==> config.mk <==
export PLATFORM = sky130hd
export DESIGN_NAME = sargantana_icache_refill_ctrl
export DESIGN_NICKNAME = d
export VERILOG_FILES = /design/src/rtl/sargantana_icache_pkg.sv /design/src/rtl/sargantana_icache_victim_sel.sv /design/src/rtl/sargantana_icache_refill_ctrl.sv
export SDC_FILE = /design/constraint.sdc
export NUM_CORES = 1
export LEC_CHECK = 0
export ABC_AREA = 1
export CAP_MARGIN = 10
export CELL_PAD_IN_SITES_DETAIL_PLACEMENT = 0
export CELL_PAD_IN_SITES_GLOBAL_PLACEMENT = 1
export CORE_UTILIZATION = 30
export CTS_CLUSTER_SIZE = 40
export DETAILED_ROUTE_END_ITERATION = 7
export PLACE_DENSITY_LB_ADDON = 0.2
export SYNTH_ARGS = -nofsm -noshare
export SYNTH_HDL_FRONTEND = slang
export SYNTH_SLANG_ARGS = --single-unit
export TNS_END_PERCENT = 50
==> constraint.sdc <==
create_clock -name clk_i -period 4.55 [get_ports clk_i]
set_clock_uncertainty 0.15 [all_clocks]
set_input_delay 1.1375 -clock clk_i [delete_from_list [all_inputs] [get_ports clk_i]]
set_output_delay 1.1375 -clock clk_i [all_outputs]
set_load 0.01 [all_outputs]
==> src/rtl/sargantana_icache_pkg.sv <==
// Shared constants, FSM state encoding and LFSR helper for the I-cache refill controller.
package sargantana_icache_pkg;

   localparam int unsigned DEF_NUM_WAYS  = 4;
   localparam int unsigned DEF_TAG_DEPTH = 64;
   localparam int unsigned DEF_TAG_WIDHT = 20;

   localparam logic [7:0] LFSR_SEED = 8'h01;
   // Taps 8,6,5,4 of the Fibonacci polynomial map to bit indices 7,5,4,3.
   localparam logic [7:0] LFSR_TAPS = 8'b1011_1000;

   typedef enum logic [2:0] {
      ST_IDLE  = 3'd0,
      ST_REQ   = 3'd1,
      ST_WAIT  = 3'd2,
      ST_WRITE = 3'd3,
      ST_DRAIN = 3'd4
   } refill_state_e;

   function automatic logic [7:0] lfsr_next(input logic [7:0] cur);
      return {cur[6:0], ^(cur & LFSR_TAPS)};
   endfunction

endpackage

==> src/rtl/sargantana_icache_victim_sel.sv <==
// Victim way selection: first invalid way, otherwise the replacement policy.
// SARGANTANA_ICACHE_LFSR_REPL_EN selects the LFSR policy; default is round-robin.
module sargantana_icache_victim_sel
   import sargantana_icache_pkg::*;
#(
   parameter int unsigned NUM_WAYS = DEF_NUM_WAYS
) (
   input  logic                clk_i,
   input  logic                rst_i,
   input  logic [NUM_WAYS-1:0] vbits_i,
   input  logic                advance_i,
   output logic [NUM_WAYS-1:0] victim_o
);

   localparam int unsigned IDX_W = $clog2(NUM_WAYS);

   logic [IDX_W-1:0] repl_idx;
   logic             found;

`ifdef SARGANTANA_ICACHE_LFSR_REPL_EN
   logic [7:0] lfsr_q, lfsr_d;

   always_comb begin
      lfsr_d = lfsr_q;
      if (advance_i) lfsr_d = lfsr_next(lfsr_q);
   end

   always_ff @(posedge clk_i) begin
      if (rst_i) lfsr_q <= LFSR_SEED;
      else       lfsr_q <= lfsr_d;
   end

   assign repl_idx = lfsr_q[IDX_W-1:0];
`else
   logic [IDX_W-1:0] rr_q, rr_d;

   always_comb begin
      rr_d = rr_q;
      if (advance_i) rr_d = rr_q + IDX_W'(1);
   end

   always_ff @(posedge clk_i) begin
      if (rst_i) rr_q <= '0;
      else       rr_q <= rr_d;
   end

   assign repl_idx = rr_q;
`endif

   always_comb begin
      victim_o = '0;
      found    = 1'b0;
      for (int i = 0; i < NUM_WAYS; i++) begin
         if (!vbits_i[i] && !found) begin
            victim_o[i] = 1'b1;
            found       = 1'b1;
         end
      end
      if (!found) victim_o[repl_idx] = 1'b1;
   end

endmodule

==> src/rtl/sargantana_icache_refill_ctrl.sv <==
// I-cache miss refill controller: line fetch request, response wait, tag write.
// Replacement policy set by SARGANTANA_ICACHE_LFSR_REPL_EN (see victim_sel).
module sargantana_icache_refill_ctrl
   import sargantana_icache_pkg::*;
#(
   parameter int unsigned NUM_WAYS       = DEF_NUM_WAYS,
   parameter int unsigned TAG_DEPTH      = DEF_TAG_DEPTH,
   parameter int unsigned TAG_WIDHT      = DEF_TAG_WIDHT,
   localparam int unsigned TAG_ADDR_WIDHT = $clog2(TAG_DEPTH)
) (
   input  logic                          clk_i,
   input  logic                          rst_i,
   input  logic                          miss_i,
   input  logic [TAG_WIDHT-1:0]          miss_tag_i,
   input  logic [TAG_ADDR_WIDHT-1:0]     miss_idx_i,
   input  logic [NUM_WAYS-1:0]           set_vbits_i,
   input  logic                          flush_i,
   output logic                          busy_o,
   output logic                          mem_req_valid_o,
   input  logic                          mem_req_ready_i,
   output logic [TAG_WIDHT+TAG_ADDR_WIDHT-1:0] mem_req_addr_o,
   input  logic                          mem_rsp_valid_i,
   input  logic                          mem_rsp_err_i,
   output logic                          tag_req_o,
   output logic                          tag_we_o,
   output logic [NUM_WAYS-1:0]           tag_way_o,
   output logic [TAG_ADDR_WIDHT-1:0]     tag_addr_o,
   output logic [TAG_WIDHT-1:0]          tag_data_o,
   output logic                          tag_vbit_o,
   output logic                          refill_done_o
);

   refill_state_e               state_q, state_d;
   logic [TAG_WIDHT-1:0]        tag_q, tag_d;
   logic [TAG_ADDR_WIDHT-1:0]   idx_q, idx_d;
   logic [NUM_WAYS-1:0]         way_q, way_d;
   logic                        err_q, err_d;
   logic [NUM_WAYS-1:0]         victim;
   logic                        write_fire;
   logic                        in_req;

   assign write_fire = (state_q == ST_WRITE) && !flush_i;
   assign in_req     = (state_q == ST_REQ);

   sargantana_icache_victim_sel #(
      .NUM_WAYS (NUM_WAYS)
   ) u_victim_sel (
      .clk_i     (clk_i),
      .rst_i     (rst_i),
      .vbits_i   (set_vbits_i),
      .advance_i (write_fire),
      .victim_o  (victim)
   );

   always_comb begin
      state_d = state_q;
      tag_d   = tag_q;
      idx_d   = idx_q;
      way_d   = way_q;
      err_d   = err_q;
      unique case (state_q)
         ST_IDLE: begin
            if (miss_i && !flush_i) begin
               tag_d   = miss_tag_i;
               idx_d   = miss_idx_i;
               way_d   = victim;
               state_d = ST_REQ;
            end
         end
         ST_REQ: begin
            if (flush_i)              state_d = ST_IDLE;
            else if (mem_req_ready_i) state_d = ST_WAIT;
         end
         ST_WAIT: begin
            // A flush coinciding with the response has nothing left to drain.
            if (flush_i) begin
               state_d = mem_rsp_valid_i ? ST_IDLE : ST_DRAIN;
            end else if (mem_rsp_valid_i) begin
               err_d   = mem_rsp_err_i;
               state_d = ST_WRITE;
            end
         end
         ST_WRITE: state_d = ST_IDLE;
         ST_DRAIN: begin
            if (mem_rsp_valid_i) state_d = ST_IDLE;
         end
         default: state_d = ST_IDLE;
      endcase
   end

   always_ff @(posedge clk_i) begin
      if (rst_i) state_q <= ST_IDLE;
      else       state_q <= state_d;
   end

   // Request payload needs no reset: every output using it is gated by state.
   always_ff @(posedge clk_i) begin
      tag_q <= tag_d;
      idx_q <= idx_d;
      way_q <= way_d;
      err_q <= err_d;
   end

   assign busy_o          = (state_q != ST_IDLE);
   assign mem_req_valid_o = in_req && !flush_i;
   assign mem_req_addr_o  = in_req ? {tag_q, idx_q} : '0;
   assign tag_req_o       = write_fire;
   assign tag_we_o        = write_fire;
   assign tag_way_o       = write_fire ? way_q : '0;
   assign tag_addr_o      = write_fire ? idx_q : '0;
   assign tag_data_o      = write_fire ? tag_q : '0;
   assign tag_vbit_o      = write_fire && !err_q;
   assign refill_done_o   = write_fire;

endmodule

==> summary.log, run 1 <==
[run_status] status complete, no violations
[setup_path] critical-path cell with the highest stage delay clkdlybuf4s50_1
[global_routing] maximum number of pins on one net before global-route repair 37
[hold_path] cell depth of the worst min-delay path 2
[hold_path] type of the most critical hold path flip-flop to flip-flop
[sta] number of slew-limit violations in the final report 0
[global_routing] number of global-route vias before repair 1306
[place] count of port buffers added during placement 98
[clock_tree] H-tree Lvls 2
[clock_tree] root buffer cell clkbuf_8
[clock_tree] TritonCTS clock tree built
[setup_path] crit path capture type output port
[setup_path] reg-to-reg critical path endpoint idx_q[1]
[cells_and_area] diodes inserted 0
[place] routability congestion estimate from global placement 0.855
[clock_tree] clock-pin slew on the worst setup and hold paths 0.08 ns
[cells_and_area] fraction of layout instances using a drive strength above 1 0.138
[place] HPWL Detailed 3100 µm
[hold_path] beginning of the worst hold path u_victim_sel.repl_idx[1]
[global_routing] global-route wire length before repair 6360 µm
[setup_path] worst path required time 3.26 ns
[setup_path] startpoint kind of the worst setup timing path primary input
[cells_and_area] fin cells 372
[hold_path] endpoint of the worst hold path u_victim_sel.repl_idx[1]
[routing] routed via count 1534
[setup_path] most frequent CP cell clkdlybuf4s50_1
[flow_run] max-capacitance violation count 0
[synthesis] syn avg cell area 9.36 µm²
[global_routing] combined global-route utilization of all metal layers 0.134
[cells_and_area] area used by multi-input combinational logic 572 µm²
[setup_path] reg-to-reg slack, setup 2.42 ns
[routing] number of iterations in the first detailed-routing pass 4
[sta] achievable clock frequency 239 MHz
[power_and_ir_drop] PnR Total Power 0.00123 W
[clock_tree] number of clock buffers inserted by TritonCTS 5
[setup_path] largest driver fanout on the critical path 36
[power_and_ir_drop] pwr/cell area 414 nW/µm²
[routing] Avg Vias per Cell 4.12
[power_and_ir_drop] leakage dissipation 1.23 nW
[cells_and_area] layout-stage area growth over the synthesis result 60.8%
[synthesis] Post-Synthesis Net Count 238
[sta] setup repair after global routing missed its margin false
[global_routing] Remaining Overflow, GRT 0
[floorplanning] number of standard-cell rows in the floorplan 28
[power_and_ir_drop] switching share of power 0.335
[place] placed insts 364
[setup_path] chain of cells forming the critical path clkdlybuf4s50_1 -> nor2_4 -> nand2_4 -> nor2_1 -> clkdlybuf4s50_1
[routing] detailed-route wire length 4160 µm
[setup_path] Setup Crit Path Kind primary input to output port
[routing] final routed DRC violation total 0
[sta] endpoints failing hold 0
[sta] time the final worst path needs with I/O delays and setup 4.19 ns
[power_and_ir_drop] portion of total power attributed to combinational logic 0.414
[power_and_ir_drop] P_int 0.000817 W
[synthesis] Async SR Flop Fraction 0
[power_and_ir_drop] clock network fraction of total power 0.224
[cells_and_area] Layout fillers 577
[synthesis] Post-Synthesis Cell Area 1840 µm²
[sta] setup-violating endpoint count in the final report 0
[synthesis] portion of the post-synthesis area used by sequential elements 0.559
[sta] post-route setup TNS 0 ns
[clock_tree] cts-stage hold buffer count 0
[power_and_ir_drop] sw power 0.000412 W
[synthesis] cell count after synthesis 197
[synthesis] unique cell type count in the Yosys netlist 21
[sta] relative max-transition margin 0.542
[power_and_ir_drop] Seq pwr share 0.362
[clock_tree] source-to-sink clock delay at the later pin of the worst-skew pair 0.29 ns
[floorplanning] DIE AREA 6460 µm²
[sta] Fin Hold WS 0.390 ns
[global_routing] initial antenna violation count 0
[power_and_ir_drop] worst IR drop on VDD 0.000181 V
[routing] routed wirelength normalized by instance count 11.2 µm
[cells_and_area] Nets 337
[routing] Initial DRC Count 46
[cells_and_area] area used by sequential logic in the layout 1030 µm²
[clock_tree] # resized after CTS 0
[floorplanning] IO Count 99
[clock_tree] buffer count from post-CTS setup fixing 0
[sta] slew at the pin closest to its max-slew limit 0.687 ns
[synthesis] number of enable-type register cells in the synthesized netlist 31
[setup_path] maximum cell stage delay along the critical path 0.57 ns
[routing] Routed Antenna Nets 0
[sta] portion of the clock cycle consumed by the worst path in the final layout 0.920
[synthesis] top_reg_cell synth edfxtp_1
[floorplanning] horizontal extent of the die 80.4 µm
[floorplanning] die height 80.4 µm
[setup_path] Worst path top cell family by delay buffers and inverters
[floorplanning] Core Footprint 5920 µm²
[clock_tree] Max Buffers Root-to-Sink 2
[clock_tree] clk sinks 36
[floorplanning] initial cell density of the core 0.311
[setup_path] Reg-to-Reg Start state_q[2]
[setup_path] arrival time at the worst endpoint 2.90 ns
[setup_path] Critical path buffers and inverters 2
[synthesis] #FFs+latches synth 36
[setup_path] Worst Reg-to-Reg Cells 4
[synthesis] number of warnings printed during yosys synthesis 0
[routing by layer]
layer	up-vias	part of all wire	track usage
li1	793	-	-
met1	677	0.45	0.169
met2	58	0.46	0.214
met3	6	0.075	0.0432
met4	0	0.012	0.0482
met5	-	0	0
[worst max-delay path by stage]
| stage | cells after the start | slack, ns | start | to |
|---|---|---|---|---|
| floorplan | 3 | 1.44 | flush_i | idx_q[0] |
| CTS | 5 | 0.35 | flush_i | tag_addr_o[4] |
| global placement | 5 | 0.37 | flush_i | tag_addr_o[4] |
| global route | 5 | 0.22 | flush_i | tag_data_o[17] |
| finish | 5 | 0.36 | flush_i | tag_addr_o[4] |
| detailed placement | 5 | 0.35 | flush_i | tag_addr_o[4] |
[sequential cells by signal (all words and copies together), names as in the netlist]
name,cells
way_q,4
err_q,1
tag_q,20
idx_q,6
state_q,3
u_victim_sel.repl_idx,2
[power groups by stage]
stage	sequential (W)	combinational (W)	clock [W]
2_1_floorplan	0.000451	0.000288	0
3_3_place_gp	0.000452	0.000516	0
3_5_place_dp	0.000453	0.000517	0
4_1_cts	0.000446	0.000519	0.000285
5_1_grt	0.000451	0.000561	0.000298
6_report	0.000445	0.000509	0.000275
[cell families after synthesis]
logic type,synth area share
simple gates,0.248
flops,0.559
fa+ha+maj,0.0271
compound gates,0.0332
buf+inv,0.132
[cell type report]
| cell class | count | area share |
|---|---|---|
| Clock buffer | 6 | 0.0245 |
| Clock inverter | 2 | 0.0118 |
| Inverter | 46 | 0.0582 |
| Multi-Input combinational cell | 108 | 0.193 |
| Sequential cell | 36 | 0.348 |
| Tap cell | 75 | 0.0316 |
| Timing Repair Buffer | 99 | 0.333 |
[worst register-to-register path, delay by kind of cell, from the launching register on]
family / cells / cell delay [ns]
buffers and inverters: 1 / 0.40
DFF: 1 / 0.40
and+or+nand+nor: 3 / 0.86
[cell usage in the layout (no fill, tap or decap), drive strengths merged]
| cell type | count |
|---|---|
| buf | 1 |
| clkdlybuf4s50 | 98 |
| clkinv | 1 |
| clkbuf | 6 |
| nand4 | 1 |
| a21oi | 6 |
| nor3 | 1 |
| o22ai | 1 |
| bufinv | 1 |
| nor2 | 68 |
| ha | 4 |
| dfxtp | 5 |
| nand3 | 7 |
| edfxtp | 31 |
| nand2 | 15 |
| inv | 46 |
| o21ai | 5 |
[metrics by stage]
step	setup WS, ns	area [µm²]	util
6_report	0.365	2970	0.501
5_1_grt	0.220	2970	0.501
4_1_cts	0.348	2970	0.501
3_5_place_dp	0.349	2860	0.483
3_3_place_gp	0.366	2860	0.483
2_1_floorplan	1.44	1840	-
[synthesized netlist by cell type, types with 4 or more instances]
| cell type | count | share of area |
|---|---|---|
| a21oi_1 | 6 | 0.016 |
| buf_6 | 5 | 0.031 |
| dfxtp_1 | 5 | 0.054 |
| edfxtp_1 | 31 | 0.50 |
| ha_1 | 4 | 0.027 |
| inv_1 | 42 | 0.085 |
| inv_2 | 4 | 0.0081 |
| nand2_1 | 13 | 0.026 |
| nand3_1 | 4 | 0.011 |
| nor2_1 | 46 | 0.094 |
| nor2_2 | 19 | 0.064 |
| o21ai_0 | 4 | 0.011 |
Power figures use the tool's default switching activity.
==> run 2: changes to the inputs <==
TNS_END_PERCENT = not set   (was 50)
==> results of run 2 <==
Same layout as run 1: the final DEF is identical, and so are final timing and power.
